===== src/rtl/xor_frame_checksum.sv =====
// xor_frame_checksum: XOR checksum and parity over a length-prefixed frame of words,
// held until the consumer takes it.
module xor_frame_checksum #(
   parameter int WIDTH = 8,
   parameter int LEN_W = 4
) (
   input  logic             clk,
   input  logic             rst,
   input  logic             start,
   input  logic [LEN_W-1:0] len,
   input  logic             in_valid,
   input  logic [WIDTH-1:0] in_data,
   output logic             in_ready,
   output logic             out_valid,
   input  logic             out_ready,
   output logic [WIDTH-1:0] checksum,
   output logic             parity,
   output logic             busy
);
   typedef enum logic [1:0] {IDLE, ACC, HOLD} state_t;
   state_t           state, state_n;
   logic [WIDTH-1:0] acc, acc_n;
   logic [LEN_W-1:0] cnt, cnt_n;
   logic             take;
   always_comb begin
      state_n = state;
      acc_n   = acc;
      cnt_n   = cnt;
      take    = in_valid && state == ACC;
      case (state)
         IDLE: if (start) begin
            acc_n   = '0;
            cnt_n   = len;
            state_n = (len == '0) ? HOLD : ACC;
         end
         ACC: if (take) begin
            acc_n = acc ^ in_data;
            cnt_n = cnt - 1'b1;
            if (cnt == LEN_W'(1)) state_n = HOLD;
         end
         HOLD: if (out_ready) state_n = IDLE;
         default: state_n = IDLE;
      endcase
   end
   always_ff @(posedge clk) begin
      if (rst) begin
         state <= IDLE;
         acc   <= '0;
         cnt   <= '0;
      end else begin
         state <= state_n;
         acc   <= acc_n;
         cnt   <= cnt_n;
      end
   end
   assign in_ready  = state == ACC;
   assign out_valid = state == HOLD;
   assign busy      = state != IDLE;
   assign checksum  = out_valid ? acc : '0;
   assign parity    = ^checksum;
endmodule

===== config.mk =====
export PLATFORM = sky130hd
export DESIGN_NAME = xor_frame_checksum
export DESIGN_NICKNAME = d
export VERILOG_FILES = /design/src/rtl/xor_frame_checksum.sv
export SDC_FILE = /design/constraint.sdc
export NUM_CORES = 1
export LEC_CHECK = 0
export CAP_MARGIN = 25
export CELL_PAD_IN_SITES_DETAIL_PLACEMENT = 0
export CELL_PAD_IN_SITES_GLOBAL_PLACEMENT = 2
export CORE_UTILIZATION = 27
export DETAILED_ROUTE_END_ITERATION = 12
export PLACE_DENSITY = 0.81
export SLEW_MARGIN = 0
export SYNTH_ARGS = -nofsm -noshare
export SYNTH_HDL_FRONTEND = slang
export SYNTH_SLANG_ARGS = --single-unit

===== constraint.sdc =====
create_clock -name clk -period 3.8 [get_ports clk]
set_input_delay 0.76 -clock clk [delete_from_list [all_inputs] [get_ports clk]]
set_output_delay 0.76 -clock clk [all_outputs]
set_load 0.05 [all_outputs]

==> impl_metrics.ini <==
[run_status]
status = finished clean

[cells_and_area]
area.growth.synth_to_final_pct = 39.4
finalNonFillerCells = 169
drive_above_1_share = 0.0560
antenna_cells = 0
nets = 146
final_util = 0.392
postLayoutCellArea_sq_mm = 0.00119

[min_path]
hold_end = cnt[3]
min_path_type = reg -> reg
hold_path_depth = 2
min_from = cnt[3]

[yosys]
yosys.area_share.simple = 0.304
ys_dominant_reg_cell = dfxtp_1
synthAdderAreaFrac = 0.0294
ys_top_cells_by_area = dfxtp_1, xnor2_1, nor3b_1, and2_1, nor2_1
synth_cell_types = 27
syn-num-nets = 117
synth_area_sq_um = 851
synth_top_area_frac = 0.329
synth_compound_gate_area_share = 0.106
synth_edf_count = 0
yosysTopAreaCell = dfxtp_1
synth_cells = 98
ys_ff_latch = 14
synthArstFlopShare = 0
synth_xor_area_frac = 0.165
ys_seq_area_frac = 0.329
synthMuxAreaShare = 0.0265
synth_top_family_by_area = simple AND/OR/NAND/NOR gates
avgSynthCellArea_sq_um = 8.68
yosys_warnings = 0
synth_common_cells = dfxtp_1, xnor2_1, nor2_1

[power]
switching_share = 0.308
power.share.clock = 0.214
p_switching_uw = 116
p_int_uw = 259
p_per_area_mw_per_mm2 = 316
p_seq_frac = 0.469
leakagePower_uw = 0.000422
combinationalPowerShare = 0.317
vdd_ir_drop_max_mv = 0.125

[timing]
slew_viol_final = 0
skew_ns = 0.00351
worstMarginPinSlew_ns = 0.627
slew_headroom = 0.581
min_period_ns = 2.97
rsz0062_at_grt = false
fin_crit_sh = 0.782
tns_ns = 0
setup_viol = 0
max_clock_freq_ghz = 0.336
hold_violations = 0

[clocking]
post_cts_resized = 0
insertion_delay_ns = 0.27
cts_buffers = 3
clock_sinks = 14
cts_buffer_depth = 2
post-cts-setup-buffer-count = 0
cts.clk_slew.worst_paths_ns = 0.08
cts_tree = yes
htreeDepth = 1
holdBufCountCts = 0
clockRootBuffer = clkbuf_4

[setup_path]
max_stage_delay_ns = 0.79
r2r_cells = 4
cp-end-kind = primary output
reg2reg_slack_ns = 2.29
crit_fanout = 16
path_cells = and2b_1 > and2_1 > clkdlybuf4s50_1
startpoint = state[1]
r2r_end = cnt[0]
cp-start-kind = flop
critical_path_class = reg -> out
r2r-start = state[0]
critPathArrivalTime_ns = 2.21
required_ns = 3.04
cp_slowest_cell = clkdlybuf4s50_1

[detailed_routing]
vias = 736
drt_iter0_drc = 11
wire_per_inst_um = 10.6
drcViolationCount = 0
via_per_inst = 4.36
drtPass1Iterations = 4
wl_um = 1790
ant_nets = 0

[placed_design]
place_area_sq_mm = 0.00116
place_hpwl_um = 1410
dp_cells = 166
portBuffers = 28
gp_congestion = 0.762

[global_routing]
grt_pass1_vias = 733
antenna_found_initial = 0
grt-ovfl-total = 0
grt_pass1_wl_um = 3140
grt_start_max_net_pins = 17
track_usage = 0.120

[floorplan]
num_io_pins = 29
row_count = 20
chipHeight_um = 58.1
fp.dieArea_sq_mm = 0.00338
fp.dieW_um = 58.1
initial_utilization = 0.281
core-area_sq_mm = 0.00303

[job]
max_cap_viol_count = 0
[stage by stage]
stage          hold slack [ns]  setup slack [ns]  power (uW)
3_5_place_dp             0.495              1.07         300
5_1_grt                  0.549             0.627         403
3_3_place_gp             0.482              1.12         298
2_1_floorplan            0.455              1.36         263
6_report                 0.505             0.828         375
4_1_cts                  0.507             0.762         382
[final cells by class]
type,count,area (sq um)
Tap cell,44,55.1
Clock buffer,3,22.5
Multi-Input combinational cell,77,537
Fill cell,331,1840
Sequential cell,14,280
Inverter,3,11.3
Timing Repair Buffer,28,280
[cell usage in the layout, fill, tap and decap left out, types with 2 or more instances in the layout]
cell             instances
o21ai_0                  4
a211oi_1                 2
and2b_1                  2
nand2b_1                 3
and2_1                   9
clkdlybuf4s50_1         28
xnor2_1                 14
nor3b_1                  9
dfxtp_1                 14
inv_1                    3
a21oi_1                  6
xor2_1                   2
ha_1                     2
nor2_1                  12
clkbuf_4                 3
[layer usage]
metal  global-route usage  part of all wire  vias up  routed length (um)
met4               0.0408            0.0056        0                  10
met2                0.199              0.45       23                 806
met1                0.152              0.48      331                 853
met5                    0                 0        -                   0
met3               0.0290             0.064        2                 115
li1                     -                 -      380                   -
[worst max-delay path by stage]
stage                       end  slack, ns  cells after the start
global route        checksum[0]       0.63                      3
detailed placement  checksum[6]       1.07                      3
floorplan                parity       1.36                      4
global placement    checksum[6]       1.12                      3
finish              checksum[6]       0.83                      3
CTS                 checksum[6]       0.76                      3
[kinds of logic after synthesis]
kind of cell	count (synthesis)
AO/OA/AOI/OAI	15
XOR/XNOR	16
adder cells (fa/ha/maj)	2
buffers and inverters	7
flip-flops	14
multiplexers	1
AND/OR/NAND/NOR	43
[sequential cells by signal (all words and copies together) (netlist names)]
| register | flops |
|---|---|
| acc | 8 |
| state | 2 |
| cnt | 4 |
[power by group through the flow]
stage	sequential [uW]	combinational, uW	clock, uW
floorplan	173	90.0	0
global placement	179	119	0
detailed placement	180	120	0
CTS	176	121	85.2
global route	178	132	92.5
finish	176	119	80.3
[worst max-delay path, delay by kind of cell (launching register included)]
kind / cells / cell delay, ns
buffers and inverters: 1 / 0.79
DFF: 1 / 0.64
and+or+nand+nor: 2 / 0.52
Power figures use the tool's default switching activity.
